===== src/rtl/brute_force_pkg.sv =====
// brute_force_pkg: shared constants, shuffle FSM states and key byte selection
package brute_force_pkg;
  localparam int S_DEPTH = 256;
  localparam int KEY_LENGTH = 3;
  typedef enum logic [3:0] {
    ST_IDLE,
    ST_READ_I,
    ST_WAIT_I,
    ST_CAP_I,
    ST_READ_J,
    ST_WAIT_J,
    ST_CAP_J,
    ST_WRITE_I,
    ST_WRITE_J,
    ST_NEXT,
    ST_DONE
  } shuffle_state_e;
  function automatic logic [7:0] key_byte(input logic [23:0] key, input logic [1:0] k);
    return k == 2'd0 ? key[23:16] : k == 2'd1 ? key[15:8] : key[7:0];
  endfunction
endpackage


===== src/rtl/rc4_shuffle_worker.sv =====
// rc4_shuffle_worker: RC4 key-scheduling swap pass over the 256-byte S memory
module rc4_shuffle_worker
  import brute_force_pkg::*;
#(
  parameter int DATA_WIDTH = 8,
  parameter int ADDR_WIDTH = 8,
  parameter int KEY_WIDTH  = 24,
  parameter int KEY_LENGTH = 3
) (
  input  logic                  clk,
  input  logic                  reset,
  input  logic                  start,
  input  logic [KEY_WIDTH-1:0]  secret_key,
  input  logic [DATA_WIDTH-1:0] mem_q,
  output logic [ADDR_WIDTH-1:0] mem_address,
  output logic [DATA_WIDTH-1:0] mem_data,
  output logic                  mem_wren,
  output logic                  finish
);
  shuffle_state_e state_q, state_d;
  logic [DATA_WIDTH-1:0] i_q, i_d, j_q, j_d, si_q, si_d, sj_q, sj_d;
  logic [1:0] k_q, k_d;
  logic j_sel;
  always_ff @(posedge clk) begin
    if (reset) begin
      state_q <= ST_IDLE;
      i_q <= '0;
      j_q <= '0;
      k_q <= '0;
      si_q <= '0;
      sj_q <= '0;
    end else begin
      state_q <= state_d;
      i_q <= i_d;
      j_q <= j_d;
      k_q <= k_d;
      si_q <= si_d;
      sj_q <= sj_d;
    end
  end
  always_comb begin
    state_d = state_q;
    i_d = i_q;
    j_d = j_q;
    k_d = k_q;
    si_d = si_q;
    sj_d = sj_q;
    case (state_q)
      ST_IDLE: begin
        state_d = start ? ST_READ_I : ST_IDLE;
        i_d = start ? '0 : i_q;
        j_d = start ? '0 : j_q;
        k_d = start ? '0 : k_q;
      end
      ST_READ_I: state_d = ST_WAIT_I;
      ST_WAIT_I: state_d = ST_CAP_I;
      ST_CAP_I: begin
        si_d = mem_q;
        j_d = j_q + mem_q + key_byte(secret_key, k_q);
        state_d = ST_READ_J;
      end
      ST_READ_J: state_d = ST_WAIT_J;
      ST_WAIT_J: state_d = ST_CAP_J;
      ST_CAP_J: begin
        sj_d = mem_q;
        state_d = ST_WRITE_I;
      end
      ST_WRITE_I: state_d = ST_WRITE_J;
      ST_WRITE_J: state_d = ST_NEXT;
      ST_NEXT: begin
        state_d = i_q == '1 ? ST_DONE : ST_READ_I;
        i_d = i_q == '1 ? i_q : i_q + 1'b1;
        k_d = i_q == '1 ? k_q : k_q == 2'(KEY_LENGTH - 1) ? 2'd0 : k_q + 2'd1;
      end
      ST_DONE: state_d = ST_IDLE;
      default: state_d = ST_IDLE;
    endcase
  end
  // j owns the bus from the j read through the second write
  assign j_sel = state_q inside {ST_READ_J, ST_WAIT_J, ST_CAP_J, ST_WRITE_J};
  assign mem_address = state_q == ST_IDLE ? '0 : ADDR_WIDTH'(j_sel ? j_q : i_q);
  assign mem_data = state_q == ST_WRITE_I ? sj_q : state_q == ST_WRITE_J ? si_q : '0;
  assign mem_wren = !reset && (state_q == ST_WRITE_I || state_q == ST_WRITE_J);
  assign finish = !reset && state_q == ST_DONE;
endmodule


===== config.mk =====
export PLATFORM = sky130hd
export DESIGN_NAME = rc4_shuffle_worker
export DESIGN_NICKNAME = d
export VERILOG_FILES = /design/src/rtl/brute_force_pkg.sv /design/src/rtl/rc4_shuffle_worker.sv
export SDC_FILE = /design/constraint.sdc
export NUM_CORES = 1
export LEC_CHECK = 0
export ABC_AREA = 1
export CORE_UTILIZATION = 47
export CTS_CLUSTER_SIZE = 25
export DETAILED_ROUTE_END_ITERATION = 6
export GPL_TIMING_DRIVEN = 0
export PLACE_DENSITY_LB_ADDON = 0.2
export SYNTH_ARGS = -nofsm -noshare
export SYNTH_HDL_FRONTEND = slang
export SYNTH_SLANG_ARGS = --single-unit

===== constraint.sdc =====
create_clock -name clk -period 6.6 [get_ports clk]
set_input_delay 1.65 -clock clk [delete_from_list [all_inputs] [get_ports clk]]
set_output_delay 1.65 -clock clk [all_outputs]
set_load 0.03 [all_outputs]

# == After elaboration in Yosys (flattened, before gate mapping) ==
# Index checks and enable logic that the tools add are counted.
# totals
register_bits,38
latch_bits,0
ramBits,0
mem_bits_ro,0
in_bits,35
out_inout_bits,18
wordCells,53
memories,0
# op_classes
addsub,4
n_mul,0
div,0
order_cmp,0
n_eq_ne,15
n_shift,0
n_mux,17
bitwise_logic,0
reduce_logical,11
# op_table
op,n
$mux 8,8
$pmux 4 s10,1
$pmux 8 s2,2
$add 8x8->8,2
$eq 4x3->1 const B,4
$eq 4x4->1 const B,3
$add 8x1->8 const B,1
$eq 4x2->1 const B,2
$eq 8x8->1 const B,1
$mux 2,3
$eq 4x1->1 const B,1
$logic_not 4->1,1
$mux 4,1
$ne 2x2->1 const B,2
$pmux 2 s2,1
$reduce_bool 2->1,2
$reduce_bool 4->1,1
$reduce_and 3->1,1
$add 2x1->2 const B,1
$eq 2x1->1 const B,1
$eq 2x2->1 const B,1
$logic_and 1x1->1,2
$logic_not 2->1,1
$reduce_and 2->1,1
3 further kinds,3

# == Logic depth before layout (Yosys ltp) ==
# logic_depth
word_depth,5
ltp_mapped,17
mapped_depth_nobuf,16

# == Worst setup path before layout ==
# Ideal clock, no wire load.
# synth_path
path_type,input to output
startpoint,input reset
endpoint,output finish
arrival_ns,2.815
required_ns,4.950
slack_ns,2.135
stages,2
path_buffers,1
path_cell_list,clkbuf_1 > nor4_1
# synth_via
elab_chain_len,2
# synth_lines
element,line_no,text
"start, declared",rc4_shuffle_worker.sv:11,"input logic reset,"
$logic_not 1->1,rc4_shuffle_worker.sv:84,assign finish = !reset && state_q == ST_DONE;
$logic_and 1x1->1,rc4_shuffle_worker.sv:84,
"end, declared",rc4_shuffle_worker.sv:18,output logic finish
# Every way passes these cells.

# == Worst setup path in the final report ==
# layout_path
startpoint,input reset
endpoint,output mem_wren
# layout_via
elab_chain_len,2
# layout_lines
element,line_no,text
$logic_not 1->1,rc4_shuffle_worker.sv:83,assign mem_wren = !reset && (state_q == ST_WRITE_I || state_q == ST_WRITE_J);
$logic_and 1x1->1,rc4_shuffle_worker.sv:83,
"end, declared",rc4_shuffle_worker.sv:17,"output logic mem_wren,"
# Every way passes these cells.

==> qor.csv <==
stage,metric,value,unit
status,status,finished clean,
clock_network,clock sink count,38,
grt,Overflow after GRT,0,
clock_network,clk_lat worst skew,0.29,ns
placement,Buffers on Ports,51,
clock_network,Root Driver,clkbuf_8,
critical_path,critical path's largest stage delay,0.61,ns
finish,"most common cell after layout, fill and taps aside",nand2_1,
critical_path,launch point of the worst path,reset,
min_path,hold path start,j_q[6],
yosys,Synth Warn #,0,
finish,Area Overhead vs Synth,30.57,%
critical_path,cells along the critical path,clkbuf_1 > clkbuf_1 > a21oi_1 > clkdlybuf4s50_1,
timing,max_slew headroom,68.03,%
yosys,mean post-synth cell area,6.679,sq um
power,Sw Pwr,0.0002303,W
clock_network,"Clk pin slew, worst setup/hold paths",0.07,ns
critical_path,critical path class,primary input to primary output,
detailed_routing,detailed-route via count,2549,
critical_path,CP top delay family,buffers and inverters,
critical_path,Crit Reg-Reg Startpoint,k_q[1],
floorplanning,Die Area,5421,sq um
power,Clock Power Share,34.1,%
detailed_routing,Iter 0 DRT Violations,205,
critical_path,Worst path depth,4,
power,Seq pwr share,34.6,%
clock_network,Setup Buffers After CTS,0,
timing,final hold violations,0,
yosys,Mapped Nets,411,
yosys,post-synthesis cell area,2411,sq um
critical_path,cell mode on critical path,clkbuf_1,
timing,fmax,0.2104,GHz
power,PD cells,229.6,nW/um^2
timing,fin crit share,72.00,%
clock_network,CTS tree,yes,
floorplanning,core area,4817,sq um
grt,largest net degree at the start of global routing,13,
critical_path,endpoint class of the critical path,primary output,
power,maximum vdd drop,134.0,uV
timing,"Slew Viols, Final",0,
flow_run,max cap viols,0,
timing,final setup skew,0.008814,ns
finish,sequential standard cell area,760.7,sq um
floorplanning,row count,25,
timing,Final TNS setup,0,ns
clock_network,H-tree depth,2,
detailed_routing,drt pass-1 iters,4,
critical_path,CP required,4.95,ns
clock_network,Max clock buf depth,2,
floorplanning,Ports,53,
detailed_routing,Antenna Nets Post-Route,0,
timing,post-route minimum period,4.752,ns
timing,RSZ-0062 raised after global routing,false,
floorplanning,die height,73.63,microns
yosys,#FFs+latches synth,38,
yosys,sequential cell area fraction in the yosys report,31.55,%
finish,Layout fillers,431,
power,Sw Share,31.86,%
finish,fin nets,469,
critical_path,CP bufs+invs,3,
grt,Global Route Usage Sum,25.05,%
power,total power draw,0.0007227,W
timing,Final setup viols,0,
finish,multi-input logic area,1429,sq um
power,combinational power share,31.2,%
min_path,Hold Path Class,flop to flop,
floorplanning,Die W,73.63,microns
detailed_routing,final WL,6.171,mm
yosys,synth unique cells,29,
yosys,synthesized netlist cell count,361,
finish,most frequent cells in the layout,"nand2_1, clkdlybuf4s50_1, nor2_1",
floorplanning,Starting Density,50.05,%
critical_path,CP max FO,10,
grt,initial antenna violation count,0,
min_path,Hold Path Stages,2,
power,Int Power,0.0004924,W
critical_path,CP Launch Type,primary input,
placement,DP Wirelength,4.832,mm
finish,ant diodes,0,
finish,layout cell share with drive strength beyond 1,5.952,%
power,leakage power,1.331,nW
detailed_routing,DRC Markers,0,
grt,vias in the first global route,2324,
critical_path,R2R cell count,15,
placement,GPL Wtd Cong,0.8752,
clock_network,Post-CTS Hold Buffers,0,
grt,first-pass GRT wire length,10.37,mm
timing,worst slew pin tran,0.4796,ns
clock_network,post-cts resize count,0,
clock_network,Num CTS Buffers,5,
critical_path,CP max-delay cell,clkdlybuf4s50_1,
detailed_routing,WL/cell,12.67,microns
detailed_routing,Vias/cell,5.234,
critical_path,signal arrival time at the worst endpoint,3.10,ns
## power groups by stage
stage / logic, W / registers (W) / clock network [W]
2_1_floorplan: 0.000157 / 0.000253 / 0
3_5_place_dp: 0.000223 / 0.000255 / 0
5_1_grt: 0.000255 / 0.000252 / 0.000260
4_1_cts: 0.000225 / 0.000250 / 0.000249
6_report: 0.000226 / 0.000250 / 0.000247
3_3_place_gp: 0.000217 / 0.000255 / 0
## logic make-up after synthesis
| kind of cell | after synthesis | synth area share [%] |
|---|---|---|
| XOR/XNOR | 1 | 0.3633 |
| adder cells (fa/ha/maj) | 15 | 10.27 |
| buffers and inverters | 54 | 9.185 |
| AND/OR/NAND/NOR | 181 | 32.75 |
| AO/OA/AOI/OAI | 72 | 15.88 |
| flip-flops | 38 | 31.55 |
## worst reg2reg max path: stages, from the launching register on
cell and delay (ns):
dfxtp_1 0.31, buf_2 0.20, inv_1 0.09, nand2_1 0.08, inv_1 0.11, nand2_1 0.08
nand3_1 0.11, fa_1 0.52, ha_1 0.20, inv_1 0.08, fa_1 0.37, inv_1 0.13
a21oi_1 0.09, xor2_1 0.13, or2_0 0.20, a21oi_1 0.12
## cell usage after synthesis
cell type  instances  area, sq um
nand2_2            3        18.77
clkinv_1           2        7.510
a21oi_1           36        180.2
buf_6              2        22.52
ha_1               7        87.58
a22oi_1            1        7.510
a31oi_1            2        12.51
nor2_2             2        12.51
or2_0              1        6.260
clkbuf_1           6        22.52
nor4_1             1        6.260
nor3_1             6        30.03
nor3_4             1        16.27
nor2_4             1        11.26
inv_2              5        18.77
fa_1               8        160.2
inv_1             36        135.1
nor2_1            44        165.2
o21ai_0           22        110.1
o22ai_1            9        56.30
nand4_1            6        37.54
nand2_1           78        292.8
a21o_1             1        7.510
buf_2              3        15.01
nand3_1           37        185.2
dfxtp_1           38        760.7
xor2_1             1        8.760
nand3b_1           1        7.510
o221ai_1           1        8.760
## layer usage
| layer | GRT usage [%] | routed length (microns) | vias to the layer above |
|---|---|---|---|
| met3 | 4.527 | 392 | 14 |
| met4 | 6.624 | 113 | 0 |
| met2 | 42.41 | 2867 | 87 |
| li1 | - | - | 1304 |
| met1 | 32.82 | 2798 | 1144 |
| met5 | 0 | 0 | - |
## through the flow
stage	cells	utilization [%]	hold slack, ns	area, sq um	setup slack [ns]
after floorplan	361	-	0.4452	2411	2.135
after global placement	479	62.39	0.4572	3005	1.798
after detailed placement	479	62.39	0.4651	3005	1.821
after CTS	487	65.35	0.4767	3148	1.814
after global routing	487	65.35	0.5135	3148	1.718
final	487	65.35	0.4739	3148	1.848
## cell type report
class | count | area share [%]
timing repair buffer | 51 | 16.22
clock buffer | 6 | 2.623
clock inverter | 2 | 1.908
multi-input combinational | 269 | 45.39
sequential | 38 | 24.17
tap | 67 | 2.663
inverter | 43 | 5.127
buffer | 11 | 1.908
## sequential cells by signal, summed over array words and instances (netlist names)
register and count:
i_q 8, j_q 8, k_q 2, si_q 8
sj_q 8, state_q 4
## worst paths after layout
path | endpoint | slack [ns]
hold reg to reg | j_q[6] | 0.47
hold / removal | j_q[6] | 0.47
setup / recovery | mem_wren | 1.85
setup reg to reg | j_q[5] | 3.73
(Power assumes the default switching activity.)
